### config.mk
export PLATFORM = sky130hd
export DESIGN_NAME = ofifo
export DESIGN_NICKNAME = d
export VERILOG_FILES = /design/src/rtl/ofifo_pkg.sv /design/src/rtl/ofifo_col.sv /design/src/rtl/ofifo.sv
export SDC_FILE = /design/constraint.sdc
export NUM_CORES = 2
export LEC_CHECK = 0
export ABC_CLOCK_PERIOD_IN_PS = 7950
export CORE_MARGIN = 2
export CORE_UTILIZATION = 59
export DETAILED_ROUTE_END_ITERATION = 8
export PLACE_DENSITY = 0.77
export SLEW_MARGIN = 20
export SYNTH_ARGS = -nofsm -noshare
export SYNTH_HDL_FRONTEND = slang
export SYNTH_HIERARCHICAL = 1
export SYNTH_SLANG_ARGS = --single-unit
### constraint.sdc
create_clock -name clk -period 7.95 [get_ports clk]
set_input_delay 1.59 -clock clk [delete_from_list [all_inputs] [get_ports clk]]
set_output_delay 1.59 -clock clk [all_outputs]
set_load 0.01 [all_outputs]
### src/rtl/ofifo_pkg.sv
// Shared accelerator parameters: MAC array geometry and psum width used by
// the MAC array and the output FIFO, plus a small pointer-width helper.
package ofifo_pkg;
    localparam int PSUM_BW  = 16;
    localparam int COL      = 8;
    localparam int MAC_ROW  = 8;
    localparam int ACT_BW   = 4;
    localparam int WGT_BW   = 4;

    // Queue pointer width: index bits plus one wrap bit.
    function automatic int ptr_w(input int depth);
        return $clog2(depth) + 1;
    endfunction
endpackage

### src/rtl/ofifo_col.sv
// Single-column circular queue. Pointers carry an extra wrap bit so that
// empty (pointers equal) and full (index equal, wrap differs) are distinct.
// The head entry is presented combinationally on data_o.
module ofifo_col
    import ofifo_pkg::*;
#(
    parameter int psum_bw = PSUM_BW,
    parameter int depth   = 16
) (
    input  logic               clk,
    input  logic               reset,
    input  logic               wr_i,
    input  logic               rd_i,
    input  logic [psum_bw-1:0] data_i,
    output logic [psum_bw-1:0] data_o,
    output logic               empty_o,
    output logic               full_o,
    output logic               drop_o
);
    localparam int AW = $clog2(depth);
    localparam int PW = ptr_w(depth);

    logic [PW-1:0]      wptr_q, wptr_d;
    logic [PW-1:0]      rptr_q, rptr_d;
    logic [psum_bw-1:0] mem_q [depth];
    logic               wr_ok;

    assign empty_o = (wptr_q == rptr_q);
    assign full_o  = (wptr_q[AW-1:0] == rptr_q[AW-1:0]) && (wptr_q[AW] != rptr_q[AW]);
    // A pop in the same cycle frees the slot, so a write to a full queue is
    // still accepted then; otherwise it is dropped.
    assign wr_ok   = wr_i && (!full_o || rd_i);
    assign drop_o  = wr_i && full_o && !rd_i;
    assign data_o  = mem_q[rptr_q[AW-1:0]];

    // Next pointers: natural modulo-2*depth increment, no boundary special case.
    always_comb begin
        wptr_d = wptr_q;
        rptr_d = rptr_q;
        if (wr_ok) wptr_d = wptr_q + PW'(1);
        if (rd_i)  rptr_d = rptr_q + PW'(1);
    end

    // Pointer registers with synchronous reset.
    always_ff @(posedge clk) begin
        if (reset) begin
            wptr_q <= '0;
            rptr_q <= '0;
        end else begin
            wptr_q <= wptr_d;
            rptr_q <= rptr_d;
        end
    end

    // Storage write; contents after reset are don't-care.
    always_ff @(posedge clk) begin
        if (wr_ok) mem_q[wptr_q[AW-1:0]] <= data_i;
    end
endmodule

### src/rtl/ofifo.sv
// Output FIFO behind the MAC array: one queue per column, filled
// independently by the column valid strobes and drained a full row at a time.
module ofifo
    import ofifo_pkg::*;
#(
    parameter int psum_bw = PSUM_BW,
    parameter int col     = COL,
    parameter int depth   = 16
) (
    input  logic                   clk,
    input  logic                   reset,
    input  logic [psum_bw*col-1:0] in,
    input  logic [col-1:0]         wr,
    input  logic                   rd,
    output logic [psum_bw*col-1:0] out,
    output logic                   o_out_valid,
    output logic                   o_full,
    output logic                   o_ready,
    output logic                   o_valid,
    output logic                   o_overflow
);
    logic [psum_bw*col-1:0] heads;
    logic [col-1:0]         empty_v;
    logic [col-1:0]         full_v;
    logic [col-1:0]         drop_v;
    logic                   pop;

    logic [psum_bw*col-1:0] out_q, out_d;
    logic                   out_valid_q, out_valid_d;
    logic                   overflow_q, overflow_d;

    for (genvar g = 0; g < col; g++) begin : g_col
        ofifo_col #(
            .psum_bw (psum_bw),
            .depth   (depth)
        ) u_col (
            .clk     (clk),
            .reset   (reset),
            .wr_i    (wr[g]),
            .rd_i    (pop),
            .data_i  (in[psum_bw*g +: psum_bw]),
            .data_o  (heads[psum_bw*g +: psum_bw]),
            .empty_o (empty_v[g]),
            .full_o  (full_v[g]),
            .drop_o  (drop_v[g])
        );
    end

    // Flags come from pointers only; a row is poppable once every column has data.
    assign o_valid = &(~empty_v);
    assign o_full  = |full_v;
    assign o_ready = ~o_full;
    assign pop     = rd && o_valid;

    // Output row capture, one-cycle valid pulse and sticky overflow.
    always_comb begin
        out_d       = out_q;
        out_valid_d = pop;
        overflow_d  = overflow_q || (|drop_v);
        if (pop) out_d = heads;
    end

    // Output registers with synchronous reset.
    always_ff @(posedge clk) begin
        if (reset) begin
            out_q       <= '0;
            out_valid_q <= 1'b0;
            overflow_q  <= 1'b0;
        end else begin
            out_q       <= out_d;
            out_valid_q <= out_valid_d;
            overflow_q  <= overflow_d;
        end
    end

    assign out         = out_q;
    assign o_out_valid = out_valid_q;
    assign o_overflow  = overflow_q;
endmodule

* Word level (Yosys, flattened, before mapping)
Memories as Yosys holds them, arrays and structs flattened. A register that Yosys moved wholly into a read port is not among the register bits.
Cells that the tools add are included.
** Word-level totals
- Bits in registers :: 82
- RAM bits :: 2048
- Input bits :: 139
- Output and inout port bits :: 133
- Logic and storage cells :: 138
- Memories kept :: 8
** Cells by class
- Add/sub/neg operators :: 16
- Equality and inequality tests :: 24
- Mux-type cells :: 16
- Bitwise logic cells :: 2
- Reductions and logical operators :: 54
** Memory list
- g_col[0].u_col.mem_q :: depth 16, width 16, read ports 1, clocked after Yosys merged registers in 1, write ports 1, RTL line ofifo_col.sv:25 : logic [psum_bw-1:0] mem_q [depth];
- g_col[1].u_col.mem_q :: depth 16, width 16, read ports 1, clocked after Yosys merged registers in 1, write ports 1, RTL line ofifo_col.sv:25
- g_col[2].u_col.mem_q :: depth 16, width 16, read ports 1, clocked after Yosys merged registers in 1, write ports 1, RTL line ofifo_col.sv:25
- g_col[3].u_col.mem_q :: depth 16, width 16, read ports 1, clocked after Yosys merged registers in 1, write ports 1, RTL line ofifo_col.sv:25
- g_col[4].u_col.mem_q :: depth 16, width 16, read ports 1, clocked after Yosys merged registers in 1, write ports 1, RTL line ofifo_col.sv:25
- g_col[5].u_col.mem_q :: depth 16, width 16, read ports 1, clocked after Yosys merged registers in 1, write ports 1, RTL line ofifo_col.sv:25
- +2 memories
** Operator list (count)
- adder 5 x 1 -> 5 bit (second input constant) :: 16
- equality test 5 bit :: 8
- logical AND 1 bit :: 33
- equality test 4 bit :: 8
- 2-to-1 mux 1 bit :: 16
- OR reduction 8 bit :: 2
- logical NOT 1 bit :: 9
- logical OR 1 bit :: 9
- != test 1 bit :: 8
- NOT 8 bit :: 1
- AND reduction 8 bit :: 1
- NOT 1 bit :: 1

* Depth between registers and ports, before layout
- Depth after elaboration :: 8
- Gate-level depth with buffers :: 12
- Gate-level depth less buffers :: 9

* Cells and area by module
The synthesis kept the hierarchy.
** By module, submodules not included
- ofifo_col :: instances 8, cells an instance 440, area each 10577.6 µm², sequential area each 7967.6 µm²
- ofifo :: instances 1, cells an instance 570, area each 5820.6 µm², sequential area each 2602.5 µm²

* Least setup slack after synthesis
No wires, ideal clock.
- Kind :: in2reg
- From :: input rd
- To :: memory g_col[0].u_col/mem_q[3][0] (netlist bit) (enable)
- Setup time :: 0.409 ns
- Arrival time :: 3.916 ns
- Data required time :: 7.541 ns
- Slack :: 3.625 ns
- Cell stages on the path :: 7
- Buffers on the path :: 2
- Cell sequence :: inv_1 -> nor3_2 -> buf_2 -> clkbuf_1 -> nor2b_1 -> a21o_1 -> nor3_1
** Between the ends
- Longest elaborated chain between the ends :: 5
** RTL lines
- start, declared :: RTL line ofifo.sv:14 : input logic rd,
- logical AND 1 bit :: RTL line ofifo.sv:53 : assign pop = rd && o_valid;
- net out_valid_d :: RTL line ofifo.sv:29 : logic out_valid_q, out_valid_d;
- logical OR 1 bit :: RTL line ofifo_col.sv:32 : assign wr_ok = wr_i && (!full_o || rd_i);
- logical AND 1 bit :: RTL line ofifo_col.sv:32
- 2-to-1 mux 1 bit :: RTL line ofifo_col.sv:57 : if (wr_ok) mem_q[wptr_q[AW-1:0]] <= data_i;
- 2-to-1 mux 1 bit (not written as such) :: RTL line ofifo_col.sv:57
- end, declared :: RTL line ofifo_col.sv:25
The timed path passes the listed nets, and every way through them passes these cells.

* Final worst setup path
- From :: register g_col[1].u_col.wptr_q[2]
- To :: output o_valid
** Between the ends
- Longest elaborated chain between the ends :: 3
** RTL lines
- start, declared :: RTL line ofifo_col.sv:23 : logic [PW-1:0] wptr_q, wptr_d;
- start signal, assigned :: RTL line ofifo_col.sv:50 : wptr_q <= wptr_d;
- equality test 5 bit :: RTL line ofifo_col.sv:28 : assign empty_o = (wptr_q == rptr_q);
- net empty_v[1] :: RTL line ofifo.sv:23 : logic [col-1:0] empty_v;
- NOT 8 bit :: RTL line ofifo.sv:50 : assign o_valid = &(~empty_v);
- AND reduction 8 bit :: RTL line ofifo.sv:50
- end, declared :: RTL line ofifo.sv:19 : output logic o_valid,
The timed path passes the listed nets, and every way through them passes these cells.

==> results.tsv <==
stage	metric	value	unit
worst_setup_path	reg2reg path depth	9	
drt	DRC	0	
yosys	Yosys reg bits	2290	
yosys	Synth Flop Type	edfxtp_1	
sta	max-slew violation count	0	
sta	Final Skew	0.04116	ns
clock_network	CTS Hold Buffers Added	0	
sta	Setup-failing EPs final	0	
cells_and_area	register area	66390	sq um
clock_network	CTS Sinks	2290	
cells_and_area	commonest non-fill, non-tap cell in the layout	edfxtp_1	
drt	drt first pass iters	5	
power_and_ir_drop	combinational fraction of design power	2.9	%
die	I/O pins	272	
power_and_ir_drop	Net Sw Frac	20.06	%
clock_network	H-tree depth	4	
sta	Fin Setup TNS	0	ns
worst_setup_path	Reg-to-Reg Start	g_col[1].u_col/wptr_q[2]$_SDFFE_PP0P_	
sta	fmax	193.3	MHz
worst_setup_path	reg2reg setup slack	3.08	ns
place	Final HPWL DP	119600	um
cells_and_area	layout cells sized above 1	14.92	%
place	routability congestion estimate	0.8178	
clock_network	Clock Path Buffers	3	
sta	Slew @ Worst Pin	1.050	ns
place	Cell Area, Placed	94640	sq um
cells_and_area	Nets	4570	
clock_network	post-CTS setup buffers	0	
yosys	Warnings, synthesis	6	
grt	first-pass GRT wire length	283300	um
sta	period utilization	65.09	%
cells_and_area	most frequent cells in the layout	edfxtp_1 (2048), mux4_1 (384), clkdlybuf4s50_1 (270)	
drt	DRT antenna net count	0	
die	num rows	143	
sta	Slew headroom	29.93	%
clock_network	Clk Latency, worst-skew pair	0.84	ns
clock_network	Root Driver	clkbuf_16	
sta	Tmin final	5.174	ns
die	initial core utilization	59.47	%
worst_setup_path	worst-path fanout max	8	
grt	global route overflow	0	
worst_setup_path	Critical Path Start Type	flip-flop	
yosys	post-synth cell types	37	
yosys	fraction of registers with async set/reset	0	%
grt	Global Route Usage Sum	24.97	%
worst_setup_path	Stages on worst setup path	6	
power_and_ir_drop	peak supply drop	208.6	uV
die	DIE AREA	156400	sq um
sta	final hold vios	0	
power_and_ir_drop	PwrDens	237.8	nW/um^2
yosys	Syn Area/Cell	22.11	sq um
cells_and_area	multi-input combinational cell area	22720	sq um
clock_network	CTS tree	yes	
status	status	completed	
worst_setup_path	crit-path cells	xor2_1 > nor4_4 > nor2b_1 > or4_1 > nor2_1 > clkdlybuf4s50_1	
grt	vias in the first global route	41470	
clock_network	post_cts resized	0	
drt	via count	41560	
power_and_ir_drop	Int Pwr	19.39	mW
drt	Vias/cell	6.279	
worst_setup_path	CP max-delay cell	or4_1	
worst_setup_path	nature of the critical path endpoint	output port	
yosys	Post-Syn Nets	4269	
worst_setup_path	Buffers & Inverters on Critical Path	1	
grt	largest net degree at the start of global routing	201	
flow_run	max_cap viols	0	
worst_setup_path	CP peak stage delay	0.74	ns
worst_setup_path	CP required	6.36	ns
yosys	EDFF count, synth	2048	
worst_setup_path	Worst Setup EP	o_valid	
yosys	Mapped Area	90440	sq um
cells_and_area	# fillers	9389	
yosys	cells after synthesis	4090	
worst_setup_path	CP arrival	3.58	ns
yosys	post-synthesis sequential area ratio	73.36	%
power_and_ir_drop	Net Switching	4.866	mW
sta	RSZ-0062 raised after global routing	no	
cells_and_area	P&R area growth vs syn	12.80	%
grt	antenna violations before repair	22	
worst_setup_path	RR Endpoint	g_col[2].u_col/mem_q[14][4]$_DFFE_PP_	
clock_network	CTS Buf Count	218	
cells_and_area	fin area	102000	sq um
place	Port Buffer Count	271	
sta	final worst slack	2.776	ns
power_and_ir_drop	Clock Power Share	42.3	%
die	core area	152100	sq um
die	height of the die	395.5	um
worst_setup_path	crit path from	g_col[1].u_col/wptr_q[2]$_SDFFE_PP0P_	
die	Chip Width	395.5	um
worst_setup_path	CP top delay family	simple AND/OR/NAND/NOR gates	
drt	drt total wl	194600	um
worst_setup_path	crit path kind	reg -> out	
drt	DR WL/cell	29.40	um
hold_path	worst hold path class	reg -> reg	
power_and_ir_drop	Sequential Power Share	54.8	%
power_and_ir_drop	Static Leak	32.52	nW
place	pre-CTS setup slack	2.864	ns
drt	Iter 0 DRT Violations	4310	
clock_network	Worst-path clk slew	0.06	ns
metal layers:
| metal | share of wire, % | global-route usage, % | vias to the layer above |
|---|---|---|---|
| met5 | 0.074 | 0 | - |
| met4 | 2.0 | 5.907 | 22 |
| met3 | 7.8 | 4.663 | 255 |
| met1 | 40 | 35.06 | 21810 |
| met2 | 51 | 41.26 | 1771 |
| li1 | - | - | 17710 |
area by class of cell:
type / count / area share (%)
Antenna cell: 7 / 0.01717
Inverter: 18 / 0.06623
Multi-Input combinational cell: 1556 / 22.27
Clock inverter: 119 / 1.122
Tap cell: 2030 / 2.490
Sequential cell: 2290 / 65.07
Timing Repair Buffer: 307 / 3.028
Clock buffer: 293 / 5.935
registers in the layout, indices dropped and copies added (netlist names), named ones only:
signal / cells
o_out_valid: 1
g_col.u_col/rptr_q: 40
g_col.u_col/mem_q: 2048
o_overflow: 1
out: 128
g_col.u_col/wptr_q: 40
power groups by stage:
stage | registers (mW) | clock network (mW) | logic, mW
after floorplan | 13.5 | 0 | 0.297
after global placement | 13.5 | 0 | 0.671
after detailed placement | 13.5 | 0 | 0.693
after CTS | 13.3 | 10.5 | 0.699
after global routing | 13.3 | 10.9 | 0.742
final | 13.3 | 10.3 | 0.696
worst register-to-register path: cells and delay by family, from the launching register on:
kind | cells | cell delay [ns]
buf+inv | 1 | 0.47
simple gates | 6 | 2.60
compound gates | 1 | 0.62
xor+xnor | 1 | 0.28
flops | 1 | 0.52
cells in the mapped netlist (17+ instances only):
library cell  number  area, sq um
and2_1            17        106.4
nand2b_1         256         1602
mux4_1           384        10090
and3_1            96        600.6
nor2b_1           56        350.3
edfxtp_1        2048        61500
mux4_2           256         5766
xor2_1            72        630.6
ha_1              40        500.5
mux2i_1          144         1441
xnor2_1           24        210.2
buf_1             56        210.2
inv_1             18        67.56
buf_6             51        574.3
buf_2             17        85.08
clkbuf_1          76        285.3
dfxtp_1          242         4845
nor2_1            98        367.9
nand4_1           24        150.1
worst min-delay path by stage:
stage | startpoint | end | slack (ns) | cells past startpoint
2_1_floorplan | out[0]$_SDFFE_PP0P_ | out[0]$_SDFFE_PP0P_ | 0.49 | 2
3_3_place_gp | out[78]$_SDFFE_PP0P_ | out[78]$_SDFFE_PP0P_ | 0.46 | 2
5_1_grt | out[114]$_SDFFE_PP0P_ | out[114]$_SDFFE_PP0P_ | 0.49 | 2
6_report | out[118]$_SDFFE_PP0P_ | out[118]$_SDFFE_PP0P_ | 0.47 | 2
3_5_place_dp | out[111]$_SDFFE_PP0P_ | out[111]$_SDFFE_PP0P_ | 0.46 | 2
4_1_cts | out[118]$_SDFFE_PP0P_ | out[118]$_SDFFE_PP0P_ | 0.47 | 2
logic make-up after synthesis:
group                      synth area share (%)
AOI/OAI and AO/OA                        0.2172
DFF                                       73.36
buffers and inverters                     1.722
xor gates and xnor gates                 0.9297
and+or+nand+nor                           3.998
muxes                                     19.22
adders and majority gates                0.5534
metrics by stage:
stage          power, mW  utilization [%]  hold WS [ns]  instances
6_report           24.26            67.08        0.4712       6620
5_1_grt            24.96            67.07        0.4875       6616
4_1_cts            24.44            66.96        0.4750       6609
3_5_place_dp       14.24            62.23        0.4593       6197
3_3_place_gp       14.21            62.23        0.4570       6197
2_1_floorplan      13.82                -        0.4926       4090
No activity file was read; power rests on OpenSTA's default activity.
